File: config.mk
export PLATFORM = sky130hd
export DESIGN_NAME = inst_queue
export DESIGN_NICKNAME = d
export VERILOG_FILES = /design/src/rtl/inst_queue_pkg.sv /design/src/rtl/inst_queue.sv
export SDC_FILE = /design/constraint.sdc
export NUM_CORES = 1
export LEC_CHECK = 0
export CAP_MARGIN = 10
export CORE_ASPECT_RATIO = 0.75
export CORE_MARGIN = 2
export CORE_UTILIZATION = 40
export CTS_CLUSTER_DIAMETER = 60
export CTS_CLUSTER_SIZE = 12
export DETAILED_ROUTE_END_ITERATION = 10
export SLEW_MARGIN = 20
export SYNTH_ARGS = -nofsm -noshare
export SYNTH_HDL_FRONTEND = slang
export SYNTH_SLANG_ARGS = --single-unit
export TNS_END_PERCENT = 100
File: constraint.sdc
create_clock -name clk_in -period 10.7 [get_ports clk_in]
set_input_delay 2.675 -clock clk_in [delete_from_list [all_inputs] [get_ports clk_in]]
set_output_delay 2.675 -clock clk_in [all_outputs]
set_load 0.005 [all_outputs]
File: src/rtl/inst_queue_pkg.sv
// inst_queue_pkg: shared widths and the storage record for the instruction
// queue that sits between instruction fetch and decode.
//   INSTRUCTION_WIDTH - width of one fetched instruction word
//   ADDRESS_WIDTH     - width of a program counter
//   ENABLE/DISABLE    - single-bit strobe levels
//   iq_entry_t        - one buffered {instruction, pc} pair
package inst_queue_pkg;

    localparam int unsigned INSTRUCTION_WIDTH = 32;
    localparam int unsigned ADDRESS_WIDTH     = 32;

    localparam logic ENABLE  = 1'b1;
    localparam logic DISABLE = 1'b0;

    typedef struct packed {
        logic [INSTRUCTION_WIDTH-1:0] inst;
        logic [ADDRESS_WIDTH-1:0]     pc;
    } iq_entry_t;

endpackage

File: src/rtl/inst_queue.sv
// inst_queue: circular FIFO of {instruction, pc} pairs between fetch and
// decode. Hands out at most one entry per cycle and is flushed wholesale by
// the ROB redirect.
// Ports:
//   clk_in              - clock, rising edge
//   rst_in              - synchronous active-low reset
//   rdy_in              - global run enable; low pauses pop and flush
//   ifetch_inst_en_in   - push strobe from fetch
//   ifetch_inst_in      - instruction to push
//   ifetch_pc_in        - pc of the pushed instruction
//   ifetch_rdy_out      - fetch may issue a request this cycle (combinational)
//   decoder_rdy_in      - decode can accept an instruction this cycle
//   decoder_inst_en_out - registered one-cycle valid pulse
//   decoder_inst_out    - registered instruction
//   decoder_pc_out      - registered pc
//   rob_en_in           - redirect flush strobe
module inst_queue
    import inst_queue_pkg::*;
#(
    parameter int unsigned DEPTH     = 16,
    parameter int unsigned PTR_WIDTH = 4
) (
    input  logic                         clk_in,
    input  logic                         rst_in,
    input  logic                         rdy_in,
    input  logic                         ifetch_inst_en_in,
    input  logic [INSTRUCTION_WIDTH-1:0] ifetch_inst_in,
    input  logic [ADDRESS_WIDTH-1:0]     ifetch_pc_in,
    output logic                         ifetch_rdy_out,
    input  logic                         decoder_rdy_in,
    output logic                         decoder_inst_en_out,
    output logic [INSTRUCTION_WIDTH-1:0] decoder_inst_out,
    output logic [ADDRESS_WIDTH-1:0]     decoder_pc_out,
    input  logic                         rob_en_in
);

    localparam logic [PTR_WIDTH:0] LP_DEPTH    = (PTR_WIDTH+1)'(DEPTH);
    localparam logic [PTR_WIDTH:0] LP_HIGH_WM  = (PTR_WIDTH+1)'(DEPTH - 1);

    iq_entry_t              r_mem [DEPTH];
    logic [PTR_WIDTH-1:0]   r_head;
    logic [PTR_WIDTH-1:0]   r_tail;
    logic [PTR_WIDTH:0]     r_count;

    logic w_flush;
    logic w_push;
    logic w_pop;

    // A push arriving with the flush is stale pre-redirect fetch and is dropped.
    // A push into a full queue is a protocol error and is dropped as well.
    assign w_flush = rdy_in && rob_en_in;
    assign w_push  = ifetch_inst_en_in && !w_flush && (r_count != LP_DEPTH);
    // No bypass: an entry must be resident before the edge to be popped.
    assign w_pop   = rdy_in && !rob_en_in && decoder_rdy_in && (r_count != '0);

    // One slot is held back for the push fetch has already registered when
    // it samples ready in the same cycle.
    assign ifetch_rdy_out = (r_count < LP_HIGH_WM) && !rob_en_in;

    // Storage carries no reset; only the pointers define what is valid.
    always_ff @(posedge clk_in) begin
        if (rst_in && w_push) begin
            r_mem[r_tail] <= '{inst: ifetch_inst_in, pc: ifetch_pc_in};
        end
    end

    always_ff @(posedge clk_in) begin
        decoder_inst_en_out <= DISABLE;
        decoder_inst_out    <= '0;
        decoder_pc_out      <= '0;
        if (!rst_in) begin
            r_head  <= '0;
            r_tail  <= '0;
            r_count <= '0;
        end else if (w_flush) begin
            r_head  <= '0;
            r_tail  <= '0;
            r_count <= '0;
        end else begin
            if (w_push) begin
                r_tail <= r_tail + PTR_WIDTH'(1);
            end
            if (w_pop) begin
                decoder_inst_en_out <= ENABLE;
                decoder_inst_out    <= r_mem[r_head].inst;
                decoder_pc_out      <= r_mem[r_head].pc;
                r_head              <= r_head + PTR_WIDTH'(1);
            end
            if (w_push && !w_pop) begin
                r_count <= r_count + (PTR_WIDTH+1)'(1);
            end else if (w_pop && !w_push) begin
                r_count <= r_count - (PTR_WIDTH+1)'(1);
            end
        end
    end

endmodule

==> flow_metrics.tcl <==
set metrics [dict create \
    critPathMaxFanout 4 \
    outcome "completed" \
    path_class "input pin to output port" \
    end_kind "output port" \
    htree_levels 3 \
    critPathArrivalTime_ns 3.87 \
    vias 18100 \
    synth_nets 1887 \
    clkTransAtPathRegs_ns 0.06 \
    nNetsFinal 2065 \
    rsz0062_at_grt "no" \
    place_congestion 0.707 \
    finalWirelength_um 84500 \
    die_w_um 374 \
    post_cts_resized 0 \
    reg2reg_depth 6 \
    final-setup-viol-count 0 \
    min_period_ns 6.54 \
    cts_made_buffers 102 \
    grt_pass1_wl_um 127000 \
    crit_required_ns 8.03 \
    ys_types 39 \
    rows 101 \
    initial_core_util 0.405 \
    grt-ovfl-total 0 \
    clockRootBuffer "clkbuf_16" \
    synth.ff_latch_count 1102 \
    post_drt_wl_per_cell_um 24.8 \
    max_freq_mhz 153 \
    power_leakage_nw 14.0 \
    yosysWarnings 0 \
    drive_above_1_share 0.234 \
    clk_path_buf_depth 3 \
    cts_tree "done" \
    ir_drop_mv 0.121 \
    skew_ns 0.0195 \
    synthToLayoutAreaGrowth_pct 14.4 \
    drc 0 \
    fin_tns_setup_ns 0 \
    antenna_found_initial 5 \
    firstDrtPassIters 5 \
    syn_area_per_cell_um2 22.8 \
    holdPathStages 2 \
    hold_viol_final 0 \
    io_pins 136 \
    postCtsSetupBuffers 0 \
    clk_latency_ns 0.67 \
    power_mw 8.33 \
    critPathLaunchType "input pin" \
    grtUsageTotal 0.162 \
    max_slew_margin 0.267 \
    timing.final.crit_share 0.611 \
    hold_class "register to register" \
    ant_nets 0 \
    cts_sinks 1102 \
    layout_commonest_cell "edfxtp_1" \
    drt-initial-drc-count 1500 \
    final_cell_mix "edfxtp_1 (1024), mux4_2 (256), clkdlybuf4s50_1 (135)" \
    io_buffers 135 \
    ys_seq_area_frac 0.785 \
    grt_max_degree 150 \
    avgViaCountPerCell 5.31 \
    dp_hpwl_um 44000 \
    coreArea_mm2 0.102 \
    die_area_mm2 0.105 \
    die_h_um 282 \
    grt_pass1_vias 19400 \
    n_antenna_cell 0 \
    netlist_area_mm2 0.0411 \
    cts_hold_buf 0 \
    worstMarginPinSlew_ns 1.10 \
    slew_violations 0 \
    maxCapViolCount 0 \
    r2r_slack_ns 7.35 \
    synthCells 1807 \
    p_per_area_mw_per_mm2 177 \
]
per-layer routing:
layer  share of wire  GRT usage  up-vias
li1                -          -     7867
met1            0.45      0.223     9723
met2            0.49      0.269      391
met3           0.050     0.0326      107
met4           0.015     0.0327        8
met5         0.00054          0        -
flip-flops by register name, indices dropped and copies added (netlist names):
register and count:
decoder_inst_en_out 1, decoder_inst_out 32, r_head 4, decoder_pc_out 32
r_tail 4, r_mem 1024, r_count 5
logic make-up (layout without fill, tap and decap cells):
group                    after synthesis  count (layout)  synth area share
XOR/XNOR                               7               7           0.00149
AO/OA/AOI/OAI                         81              81            0.0111
adder cells (fa/ha/maj)               10              10           0.00322
buffers and inverters                100             364            0.0127
AND/OR/NAND/NOR                      120             120            0.0120
flip-flops                          1102            1102             0.785
multiplexers                         387             387             0.174
worst max-delay path, stage by stage:
cell and delay, ns:
clkdlybuf4s50_1 0.45, nor3_1 0.20, clkdlybuf4s50_1 0.54
worst paths after layout:
kind,start,end
hold reg to reg,r_head[3],r_head[3]
hold / removal,r_head[3],r_head[3]
setup reg to reg,r_head[1],decoder_inst_out[31]
setup / recovery,rob_en_in,ifetch_rdy_out
metrics by stage:
step / instances / worst slack [ns] / utilization / hold WS (ns) / area (um2)
6_report: 3410 / 4.16 / 0.463 / 0.560 / 47000
5_1_grt: 3410 / 4.12 / 0.463 / 0.611 / 47000
4_1_cts: 3410 / 4.15 / 0.463 / 0.559 / 47000
3_5_place_dp: 3220 / 4.13 / 0.434 / 0.546 / 44100
3_3_place_gp: 3220 / 4.17 / 0.434 / 0.520 / 44100
2_1_floorplan: 1807 / 2.33 / - / 0.495 / 41100
cell type report:
| type | count | area [um2] |
|---|---|---|
| Fill cell | 8402 | 54600 |
| Sequential cell | 1102 | 32300 |
| Multi-Input combinational cell | 605 | 8420 |
| Clock buffer | 185 | 2910 |
| Tap cell | 1339 | 1680 |
| Timing Repair Buffer | 166 | 1630 |
| Clock inverter | 5 | 62.6 |
| Inverter | 8 | 30.0 |
report_power, final:
part / switching (mW) / total [mW] / internal, mW / leakage [nW]
combinational: 0.148 / 0.243 / 0.0957 / 2.74
clock: 1.50 / 3.32 / 1.83 / 1.41
sequential: 0.0213 / 4.77 / 4.75 / 9.85
synthesized netlist by cell type (all sizes together):
master   count  area (um2)
and3b        1        10.0
nand2b       3        18.8
o211ai       3        22.5
a21boi       1        7.51
o2111a       1        11.3
mux4       256        5770
nand2       73         274
o221a        1        11.3
edfxtp    1024       30700
nor2        28         105
nor3         6        30.0
clkbuf      23        86.3
a21o         1        8.76
o2111ai      1        8.76
nand4b       1        8.76
o21a         1        7.51
o211a        1        10.0
xor2         6        52.6
nand3        3        15.0
xnor2        1        8.76
fa           1        20.0
ha           9         113
mux2i       67         671
or3          2        12.5
inv          8        30.0
mux2        64         721
or4          2        15.0
o2bb2ai      1        8.76
and3         1        6.26
a21oi        5        25.0
buf         69         407
o21ai       65         337
dfxtp       78        1560
(Power assumes the default switching activity.)
